### config.mk
export PLATFORM = sky130hd
export DESIGN_NAME = idma_backend_channel_arb
export DESIGN_NICKNAME = d
export VERILOG_FILES = /design/src/rtl/idma_backend_channel_arb.sv
export SDC_FILE = /design/constraint.sdc
export NUM_CORES = 1
export LEC_CHECK = 0
export CORE_AREA = 2 2 288 290
export DETAILED_ROUTE_END_ITERATION = 16
export DIE_AREA = 0 0 290 292
export PLACE_DENSITY_LB_ADDON = 0.05
export SYNTH_ARGS = -nofsm -noshare
export SYNTH_HDL_FRONTEND = slang
export SYNTH_SLANG_ARGS = --single-unit
### constraint.sdc
create_clock -name clk_i -period 6.3 [get_ports clk_i]
set_input_delay 0.63 -clock clk_i [delete_from_list [all_inputs] [get_ports clk_i]]
set_output_delay 0.63 -clock clk_i [all_outputs]
set_load 0.01 [all_outputs]
### src/rtl/idma_backend_channel_arb.sv
// idma_backend_channel_arb: round-robin arbiter that merges per-channel iDMA
// requests onto one backend and routes backend responses back in request order.
//   clk_i, rst_ni                      clock, asynchronous active-low reset
//   ch_req_valid_i/ch_req_ready_o      per-channel request handshake
//   ch_req_i                           per-channel payloads, channel c at [c*ReqWidth +: ReqWidth]
//   be_req_valid_o/be_req_ready_i/be_req_o  request toward backend
//   be_rsp_valid_i/be_rsp_ready_o/be_rsp_i  response from backend
//   ch_rsp_valid_o/ch_rsp_ready_i      per-channel response handshake
//   ch_rsp_o                           response payload, broadcast to all channels
//   ch_busy_o                          channel has outstanding requests
//   idle_o                             no outstanding requests at all
module idma_backend_channel_arb #(
    parameter int unsigned NumChannels    = 4,
    parameter int unsigned ReqWidth       = 128,
    parameter int unsigned RspWidth       = 40,
    parameter int unsigned MaxOutstanding = 8
) (
    input  logic                            clk_i,
    input  logic                            rst_ni,
    input  logic [NumChannels-1:0]          ch_req_valid_i,
    output logic [NumChannels-1:0]          ch_req_ready_o,
    input  logic [NumChannels*ReqWidth-1:0] ch_req_i,
    output logic                            be_req_valid_o,
    input  logic                            be_req_ready_i,
    output logic [ReqWidth-1:0]             be_req_o,
    input  logic                            be_rsp_valid_i,
    output logic                            be_rsp_ready_o,
    input  logic [RspWidth-1:0]             be_rsp_i,
    output logic [NumChannels-1:0]          ch_rsp_valid_o,
    input  logic [NumChannels-1:0]          ch_rsp_ready_i,
    output logic [RspWidth-1:0]             ch_rsp_o,
    output logic [NumChannels-1:0]          ch_busy_o,
    output logic                            idle_o
);
    localparam int unsigned ChIdxWidth = (NumChannels > 1) ? $clog2(NumChannels) : 1;
    localparam int unsigned CntWidth   = $clog2(MaxOutstanding + 1);
    localparam int unsigned PtrWidth   = $clog2(MaxOutstanding);

    logic [ChIdxWidth-1:0] rr_q, lock_idx_q, rr_idx, grant, idx, head;
    logic                  locked_q, full, empty, req_hs, rsp_hs;
    logic [ChIdxWidth-1:0] id_mem [MaxOutstanding];
    logic [PtrWidth-1:0]   wr_ptr_q, rd_ptr_q;
    logic [CntWidth-1:0]   fifo_cnt_q;
    logic [CntWidth-1:0]   ch_cnt_q [NumChannels];
    logic [NumChannels-1:0] ch_inc, ch_dec;

    // Scan downward so the last hit is the first valid channel at or after rr_q.
    always_comb begin
        rr_idx = rr_q;
        idx    = '0;
        for (int i = int'(NumChannels) - 1; i >= 0; i--) begin
            idx = ChIdxWidth'((int'(rr_q) + i) % int'(NumChannels));
            if (ch_req_valid_i[idx]) rr_idx = idx;
        end
    end

    // A stalled grant is held until its handshake so the backend sees a stable payload.
    assign grant          = (locked_q && ch_req_valid_i[lock_idx_q]) ? lock_idx_q : rr_idx;
    assign empty          = fifo_cnt_q == '0;
    assign full           = fifo_cnt_q == CntWidth'(MaxOutstanding);
    // Full is taken from registered count only, so a same-cycle pop never frees a push.
    assign be_req_valid_o = rst_ni & (|ch_req_valid_i) & ~full;
    assign be_req_o       = ch_req_i[grant*ReqWidth +: ReqWidth];
    assign req_hs         = be_req_valid_o & be_req_ready_i;
    assign ch_req_ready_o = req_hs ? NumChannels'(1) << grant : '0;

    assign head           = id_mem[rd_ptr_q];
    assign be_rsp_ready_o = ~empty & ch_rsp_ready_i[head];
    assign ch_rsp_valid_o = (be_rsp_valid_i & ~empty) ? NumChannels'(1) << head : '0;
    assign ch_rsp_o       = be_rsp_i;
    assign rsp_hs         = be_rsp_valid_i & be_rsp_ready_o;
    assign idle_o         = empty;

    always_ff @(posedge clk_i or negedge rst_ni) begin
        if (!rst_ni) begin
            rr_q       <= '0;
            locked_q   <= 1'b0;
            lock_idx_q <= '0;
            wr_ptr_q   <= '0;
            rd_ptr_q   <= '0;
            fifo_cnt_q <= '0;
        end else begin
            locked_q   <= be_req_valid_o & ~be_req_ready_i;
            lock_idx_q <= grant;
            if (req_hs) begin
                rr_q     <= (grant == ChIdxWidth'(NumChannels - 1)) ? '0 : grant + ChIdxWidth'(1);
                wr_ptr_q <= wr_ptr_q + PtrWidth'(1);
            end
            if (rsp_hs) rd_ptr_q <= rd_ptr_q + PtrWidth'(1);
            fifo_cnt_q <= fifo_cnt_q + CntWidth'(req_hs) - CntWidth'(rsp_hs);
        end
    end

    always_ff @(posedge clk_i) begin
        if (req_hs) id_mem[wr_ptr_q] <= grant;
    end

    for (genvar c = 0; c < NumChannels; c++) begin : g_ch
        assign ch_inc[c]    = req_hs && grant == ChIdxWidth'(c);
        assign ch_dec[c]    = rsp_hs && head == ChIdxWidth'(c);
        assign ch_busy_o[c] = ch_cnt_q[c] != '0;
        always_ff @(posedge clk_i or negedge rst_ni) begin
            if (!rst_ni) ch_cnt_q[c] <= '0;
            else         ch_cnt_q[c] <= ch_cnt_q[c] + CntWidth'(ch_inc[c]) - CntWidth'(ch_dec[c]);
        end
        always @(posedge clk_i) begin
            if (rst_ni) begin
                assert (!(ch_inc[c] && !ch_dec[c] && ch_cnt_q[c] == CntWidth'(MaxOutstanding)))
                    else $error("channel %0d counter overflow", c);
                assert (!(ch_dec[c] && !ch_inc[c] && ch_cnt_q[c] == '0))
                    else $error("channel %0d counter underflow", c);
            end
        end
    end

    always @(posedge clk_i) begin
        if (rst_ni) assert (!(req_hs && full)) else $error("id fifo push while full");
    end
endmodule

==> out/qor.csv, run 1 <==
stage,metric,value,unit
sta,clock skew,0.009628,ns
grt,initial antenna violation count,52,
worst_setup_path,crit-path max FO,60,
worst_setup_path,Worst setup SP type,primary input,
cells_and_area,Layout area overhead,129.4,%
clocking,hold_buf cts,0,
floorplanning,FP Rows,105,
cells_and_area,layout cell share with drive strength beyond 1,0.1491,
grt,vias in the first global route,7285,
clocking,CTS Buf Count,5,
clocking,CTS tree,done,
worst_setup_path,Critical path origin,ch_req_valid_i[3],
synth,sequential fraction of the synthesis area,0.2089,
sta,unrepaired setup endpoints after global routing,false,
flow_run,Max Cap Viol,0,
hold_path,hold crit path type,reg -> reg,
cells_and_area,Nets,1623,
sta,post-route clock period utilization,0.7843,
power,clock group share of total power,0.066,
drt,drt pass-1 iters,4,
synth,synth warn,0,
grt,Tot GR Track Use,0.1702,
power,part of the power in combinational logic,0.821,
drt,final wirelength,74660,um
clocking,# H-tree levels,2,
power,sequential share of power,0.112,
worst_setup_path,FF-to-FF Start,rr_q[1],
placed_design,buffers added on ports,666,
drt,post-route ant nets,0,
clocking,clk sinks,47,
sta,Tightest Pin Transition,0.8829,ns
worst_setup_path,CP arrival,4.31,ns
floorplanning,Die Y,292,um
sta,Max-slew headroom,0.4114,
floorplanning,DIE AREA,84680,um2
hold_path,hold_sp,ch_cnt_q[0],
grt,total gr overflow,0,
sta,Fin. Hold Viols,0,
cells_and_area,register area,1256,um2
floorplanning,num ports,747,
worst_setup_path,Worst Path Required,5.67,ns
power,Sw Share,0.4200,
synth,Netlist cell types,42,
clocking,deepest clock path buffer count,2,
cells_and_area,Fillers,8980,
sta,Tmin final,4.941,ns
clocking,Post-CTS Resized,0,
sta,fmax,202.4,MHz
sta,TNS Setup,0,ns
drt,wire per inst,35.45,um
floorplanning,initial core utilization,0.07372,
drt,DR vias,6864,
synth,post-synthesis cell area,6015,um2
drt,initial DRC count,380,
floorplanning,Die W,290,um
synth,Synth Register Bits,47,
grt,first-pass GRT wire length,92400,um
cells_and_area,Final Cell Area,13800,um2
power,Internal,2.840,mW
placed_design,DP Area,13600,um2
synth,Synthesized Nets,1015,
placed_design,global placer's final weighted congestion,0.8652,
placed_design,dpl ws,1.316,ns
run_status,status,"finished, final reports clean",
clocking,Clock Latency Late Sink,0.30,ns
cells_and_area,multi-input logic area,4121,um2
floorplanning,core outline area,81580,um2
worst_setup_path,Crit. End Element,primary output,
synth,mean post-synth cell area,14.42,um2
power,Power Density,354.9,nW/um2
power,Total Power,4.897,mW
grt,pin count of the biggest net entering global routing,61,
sta,max-slew violation count,0,
power,leak pwr,4.783,nW
sta,final setup margin,1.359,ns
power,Peak VDD IR,0.1974,mV
clocking,"Clk pin slew, worst setup/hold paths",0.07,ns
worst_setup_path,Setup CP Type,in -> out,
placed_design,Final HPWL DP,68610,um
clocking,# Post-CTS Setup Buffers,0,
drt,DRC viols,0,
synth,Mapped Cells,417,
drt,via/cell ratio,3.259,
sta,final setup vio count,0,
power,Switch Pwr,2.057,mW
clocking,Root Driver,clkbuf_16,
logic make-up (layout without fill, tap and decap cells):
kind of cell,count (synthesis),count (layout),synth area share
other,0,10,0
XOR/XNOR,14,14,0.02039
buffers and inverters,104,713,0.1078
adder cells (fa/ha/maj),34,34,0.07697
AO/OA/AOI/OAI,20,20,0.02330
AND/OR/NAND/NOR,58,58,0.04993
multiplexers,140,140,0.5128
flip-flops,47,47,0.2089
layout by cell type, fill, tap and decap left out, types with 6 or more instances in the layout:
cell type        instances
nor2b_1                  7
inv_1                   30
nor2_1                   8
mux4_2                 132
nand2_1                 18
clkdlybuf4s50_1        666
dfrtp_1                 31
xor2_1                  10
ha_1                    29
edfxtp_1                16
a21o_1                   6
diode_2                 10
final cells by class:
type                       count  share of cell area
inverter                      32            0.009249
sequential                    47             0.09104
timing repair buffer         673              0.4897
clock inverter                 3            0.003446
antenna                       10            0.001814
multi-input combinational    266              0.2987
clock buffer                   5            0.009068
tap                         1070             0.09703
metrics by stage:
stage,utilization,std cells,hold WS [ns]
floorplan,-,417,0.3344
global placement,0.1667,2088,0.4969
detailed placement,0.1667,2088,0.4969
CTS,0.1688,2096,0.5230
global route,0.1689,2098,0.5409
finish,0.1691,2106,0.5167
path summary, 6_finish.rpt:
check                          endpoint  slack [ns]  cells past startpoint
max                        be_req_o[57]        1.36                      8
min                         ch_cnt_q[0]        0.52                      1
max reg2reg                 ch_cnt_q[2]        2.85                     11
min reg2reg                 ch_cnt_q[0]        0.52                      1
max in group asynchronous   ch_cnt_q[6]        5.20                      2
min in group asynchronous      locked_q        0.74                      2
cell usage after synthesis (all sizes together):
cell	number	area (um2)
a31oi	1	6.260
nor2b	7	43.79
and2	4	25.02
mux2i	1	13.76
nor4b	2	17.52
nor3b	3	22.52
a211o	1	8.760
a21o	6	45.04
and3b	1	8.760
nand2	19	73.82
ha	29	362.9
o21ai	2	10.01
mux2	6	71.31
a41o	2	20.02
buf	64	498.0
clkbuf	8	30.03
mux4	133	2999
nor2	8	30.03
fa	5	100.1
nor3	5	25.02
nor4	1	6.260
clkinv	1	3.750
edfxtp	16	480.5
o41ai	2	17.52
dfrtp	31	775.7
o21bai	1	7.510
xor2	10	87.58
and2b	1	7.510
inv	31	116.4
and3	3	18.77
xnor2	4	35.03
a21oi	5	25.02
nand3	3	15.01
nand2b	1	6.260
power by group through the flow:
stage	clock network, mW	logic [mW]	registers [mW]
2_1_floorplan	0	2.13	0.513
3_3_place_gp	0	4.17	0.565
3_5_place_dp	0	4.14	0.557
4_1_cts	0.341	4.14	0.553
5_1_grt	0.350	4.30	0.572
6_report	0.325	4.02	0.550
flip-flops by register name (all words and copies together) (netlist names):
signal	flops
lock_idx_q	2
rr_q	2
fifo_cnt_q	4
id_mem	16
locked_q	1
rd_ptr_q	3
wr_ptr_q	3
ch_cnt_q	16
worst max-delay path, stage by stage:
cell and delay (ns):
clkdlybuf4s50_1 0.58, and3b_1 0.20, o41ai_1 0.42, mux2i_2 0.26
inv_8 0.45, buf_12 0.37, mux4_2 0.60, clkdlybuf4s50_1 0.58
routing by layer:
| metal | part of all wire | vias to the layer above | wire [um] | track usage |
|---|---|---|---|---|
| met5 | 0.0026 | - | 196 | 0 |
| met1 | 0.36 | 3418 | 26820 | 0.1799 |
| met3 | 0.11 | 79 | 8410 | 0.08654 |
| met2 | 0.51 | 439 | 38450 | 0.3109 |
| li1 | - | 2898 | - | - |
| met4 | 0.011 | 30 | 786 | 0.01664 |
Note: power is estimated with default switching activity, not from simulation.
==> run 2, diff against run 1 <==
--- a/config.mk
+++ b/config.mk
@@ -5,9 +5,9 @@
 export SDC_FILE = /design/constraint.sdc
 export NUM_CORES = 1
 export LEC_CHECK = 0
-export CORE_AREA = 2 2 288 290
+export CORE_AREA = 2 2 289 291
 export DETAILED_ROUTE_END_ITERATION = 16
-export DIE_AREA = 0 0 290 292
+export DIE_AREA = 0 0 291 293
 export PLACE_DENSITY_LB_ADDON = 0.05
 export SYNTH_ARGS = -nofsm -noshare
 export SYNTH_HDL_FRONTEND = slang
==> constraint.sdc (replaced) <==
create_clock -name clk_i -period 4.8 [get_ports clk_i]
set_input_delay 0.48 -clock clk_i [delete_from_list [all_inputs] [get_ports clk_i]]
set_output_delay 0.48 -clock clk_i [all_outputs]
set_load 0.01 [all_outputs]
==> run 2 against run 1 <==
  * Sequential power is 32% higher
  * Utilization is 0.11 points higher
  * Die area grew 0.69%
  * Critical path type unchanged
==> out/qor.csv, run 2 (same netlist as run 1, synthesis figures left out) <==
stage,metric,value,unit,change
sta,final setup vio count,0,,unchanged
sta,Tmin final,4.244,ns,
power,Total Power,6.536,mW,+33%
worst_setup_path,"slowest stage delay, CP",0.60,ns,about the same
floorplanning,Die Y,293,um,+0.34%
worst_setup_path,FF-to-FF setup slack,1.36,ns,-1.49 ns
cells_and_area,"most common cell after layout, fill and taps aside",clkdlybuf4s50_1,,
sta,unrepaired setup endpoints after global routing,false,,
grt,vias in the first global route,7347,,+0.85%
grt,first-pass GRT wire length,91850,um,-0.60%
worst_setup_path,FF-to-FF path depth,10,,-1
floorplanning,core outline area,81850,um2,+0.32%
clocking,Clock Latency Late Sink,0.29,ns,about the same
clocking,CTS tree,done,,
clocking,# Post-CTS Setup Buffers,0,,unchanged
floorplanning,initial core utilization,0.07348,,-0.0002367
grt,most used routing layer,met2,,
power,Sw Share,0.4152,,-0.004769
clocking,Root Driver,clkbuf_16,,
cells_and_area,Layout area overhead,131.6,%,
cells_and_area,layout cell share with drive strength beyond 1,0.1556,,+0.006433
worst_setup_path,FF-to-FF Start,rd_ptr_q[0],,
worst_setup_path,Worst Path Required,4.32,ns,-1.35 ns
power,leak pwr,4.845,nW,+1.3%
clocking,clk sinks,47,,unchanged
drt,via/cell ratio,3.285,,+0.79%
grt,Tot GR Track Use,0.1688,,-0.001393
worst_setup_path,CP arrival,3.76,ns,-0.55 ns
placed_design,global placer's final weighted congestion,0.8809,,+1.8%
floorplanning,Die W,291,um,+0.34%
power,Switch Pwr,2.714,mW,+32%
sta,fmax,235.6,MHz,
grt,met3 usage,0.07602,,-0.01052
cells_and_area,most frequent cells in the layout,"666 x clkdlybuf4s50_1, 132 x mux4_2, 31 x dfrtp_1",,
sta,clock skew,0.003711,ns,-0.005917 ns
grt,total gr overflow,0,,unchanged
clocking,Post-CTS Resized,0,,unchanged
sta,max-slew violation count,0,,unchanged
clocking,hold_buf cts,0,,unchanged
floorplanning,num ports,747,,unchanged
worst_setup_path,crit-path max FO,28,,-53%
clocking,# H-tree levels,2,,unchanged
placed_design,Final HPWL DP,69190,um,+0.86%
grt,GRT met2 Usage,0.3152,,+0.004289
grt,GR Util met1,0.1748,,-0.005150
clocking,deepest clock path buffer count,2,,unchanged
worst_setup_path,Worst R2R End,fifo_cnt_q[2],,
drt,initial DRC count,283,,-26%
sta,Fin. Hold Viols,0,,unchanged
worst_setup_path,CP max-delay cell,clkdlybuf4s50_1,,
power,sequential share of power,0.111,,about the same
drt,post-route ant nets,0,,unchanged
cells_and_area,multi-input logic area,4121,um2,unchanged
power,clock group share of total power,0.062,,-0.004
sta,post-route clock period utilization,0.8842,,
worst_setup_path,Setup CP Type,in -> out,,
sta,Max-slew headroom,0.4922,,+0.08082
worst_setup_path,Crit. End Element,primary output,,
hold_path,hold crit path type,reg -> reg,,
power,part of the power in combinational logic,0.827,,+0.006
grt,initial antenna violation count,61,,+17%
drt,final wirelength,75000,um,+0.45%
cells_and_area,Largest regs,"ch_cnt_q x16, id_mem x16, fifo_cnt_q x4",,
cells_and_area,Nets,1632,,+0.55%
run_status,status,"finished, final reports clean",,
power,Power Density,469.1,nW/um2,+32%
placed_design,buffers added on ports,666,,unchanged
drt,DRC viols,0,,unchanged
hold_path,hold_sp,ch_cnt_q[12],,
flow_run,Max Cap Viol,0,,unchanged
drt,wire per inst,35.38,um,-0.21%
power,Peak VDD IR,0.1370,mV,-31%
clocking,"Clk pin slew, worst setup/hold paths",0.07,ns,about the same
drt,drt pass-1 iters,4,,unchanged
clocking,CTS Buf Count,5,,unchanged
sta,TNS Setup,0,ns,unchanged
sta,Tightest Pin Transition,0.7600,ns,-0.1229 ns
cells_and_area,Fillers,9016,,+0.40%
power,Internal,3.822,mW,+35%
worst_setup_path,Worst setup SP type,primary input,,
drt,DR vias,6964,,+1.5%
floorplanning,FP Rows,105,,unchanged
cells_and_area,register area,1256,um2,unchanged
floorplanning,DIE AREA,85260,um2,+0.69%
hold_path,Hold Path Sink,ch_cnt_q[12],,
grt,pin count of the biggest net entering global routing,41,,-33%
hold_path,hold path cells,1,,unchanged
worst_setup_path,crit path cell chain,clkdlybuf4s50_1 -> and3b_1 -> o41ai_1 -> mux2i_2 -> buf_4 -> inv_8 -> buf_4 -> mux4_2 -> clkdlybuf4s50_1,,
==> run 2: how the worst max path moves through the flow <==
stage | from | to | slack (ns) | cells after the start
2_1_floorplan | ch_req_valid_i[3] | ch_cnt_q[14] | 1.55 | 13
3_3_place_gp | ch_req_valid_i[3] | be_req_o[68] | 0.57 | 9
3_5_place_dp | ch_req_valid_i[3] | be_req_o[63] | 0.57 | 9
4_1_cts | ch_req_valid_i[3] | be_req_o[63] | 0.57 | 9
5_1_grt | ch_req_valid_i[3] | be_req_o[63] | 0.44 | 9
6_report | ch_req_valid_i[3] | be_req_o[57] | 0.56 | 9
==> run 2: through the flow <==
stage          utilization  worst slack, ns  std cells  instance area (um2)  hold slack, ns
4_1_cts             0.1698           0.5654       2105                13890          0.5236
3_3_place_gp        0.1678           0.5693       2097                13730          0.4960
2_1_floorplan            -            1.550        417                 6015          0.1844
5_1_grt             0.1699           0.4432       2109                13900          0.5358
6_report            0.1702           0.5558       2120                13930          0.5161
3_5_place_dp        0.1678           0.5717       2097                13730          0.5022
==> run 2: layout make-up <==
class | count | share of cell area
Sequential cell | 47 | 0.09017
Inverter | 32 | 0.009160
Multi-Input combinational cell | 266 | 0.2958
Clock buffer | 5 | 0.008981
Tap cell | 1070 | 0.09609
Timing Repair Buffer | 682 | 0.4943
Clock inverter | 3 | 0.002784
Antenna cell | 15 | 0.002694
==> run 2: metal layers <==
layer,up-vias,wire (um)
li1,2914,-
met1,3466,25160
met2,489,39790
met3,79,8570
met4,16,1374
met5,-,97
==> run 2: worst max-delay path, delay by kind of cell <==
kind,cells,cell delay (ns)
and+or+nand+nor,1,0.20
AOI/OAI and AO/OA,1,0.45
buffers and inverters,5,1.92
muxes,2,0.65
==> run 2: power by group through the flow <==
stage / Sequential, mW / Clock (mW) / Combinational (mW)
final: 0.727 / 0.404 / 5.40
after global routing: 0.749 / 0.435 / 5.73
after global placement: 0.742 / 0 / 5.56
after floorplan: 0.673 / 0 / 2.79
after CTS: 0.729 / 0.419 / 5.52
after detailed placement: 0.736 / 0 / 5.50
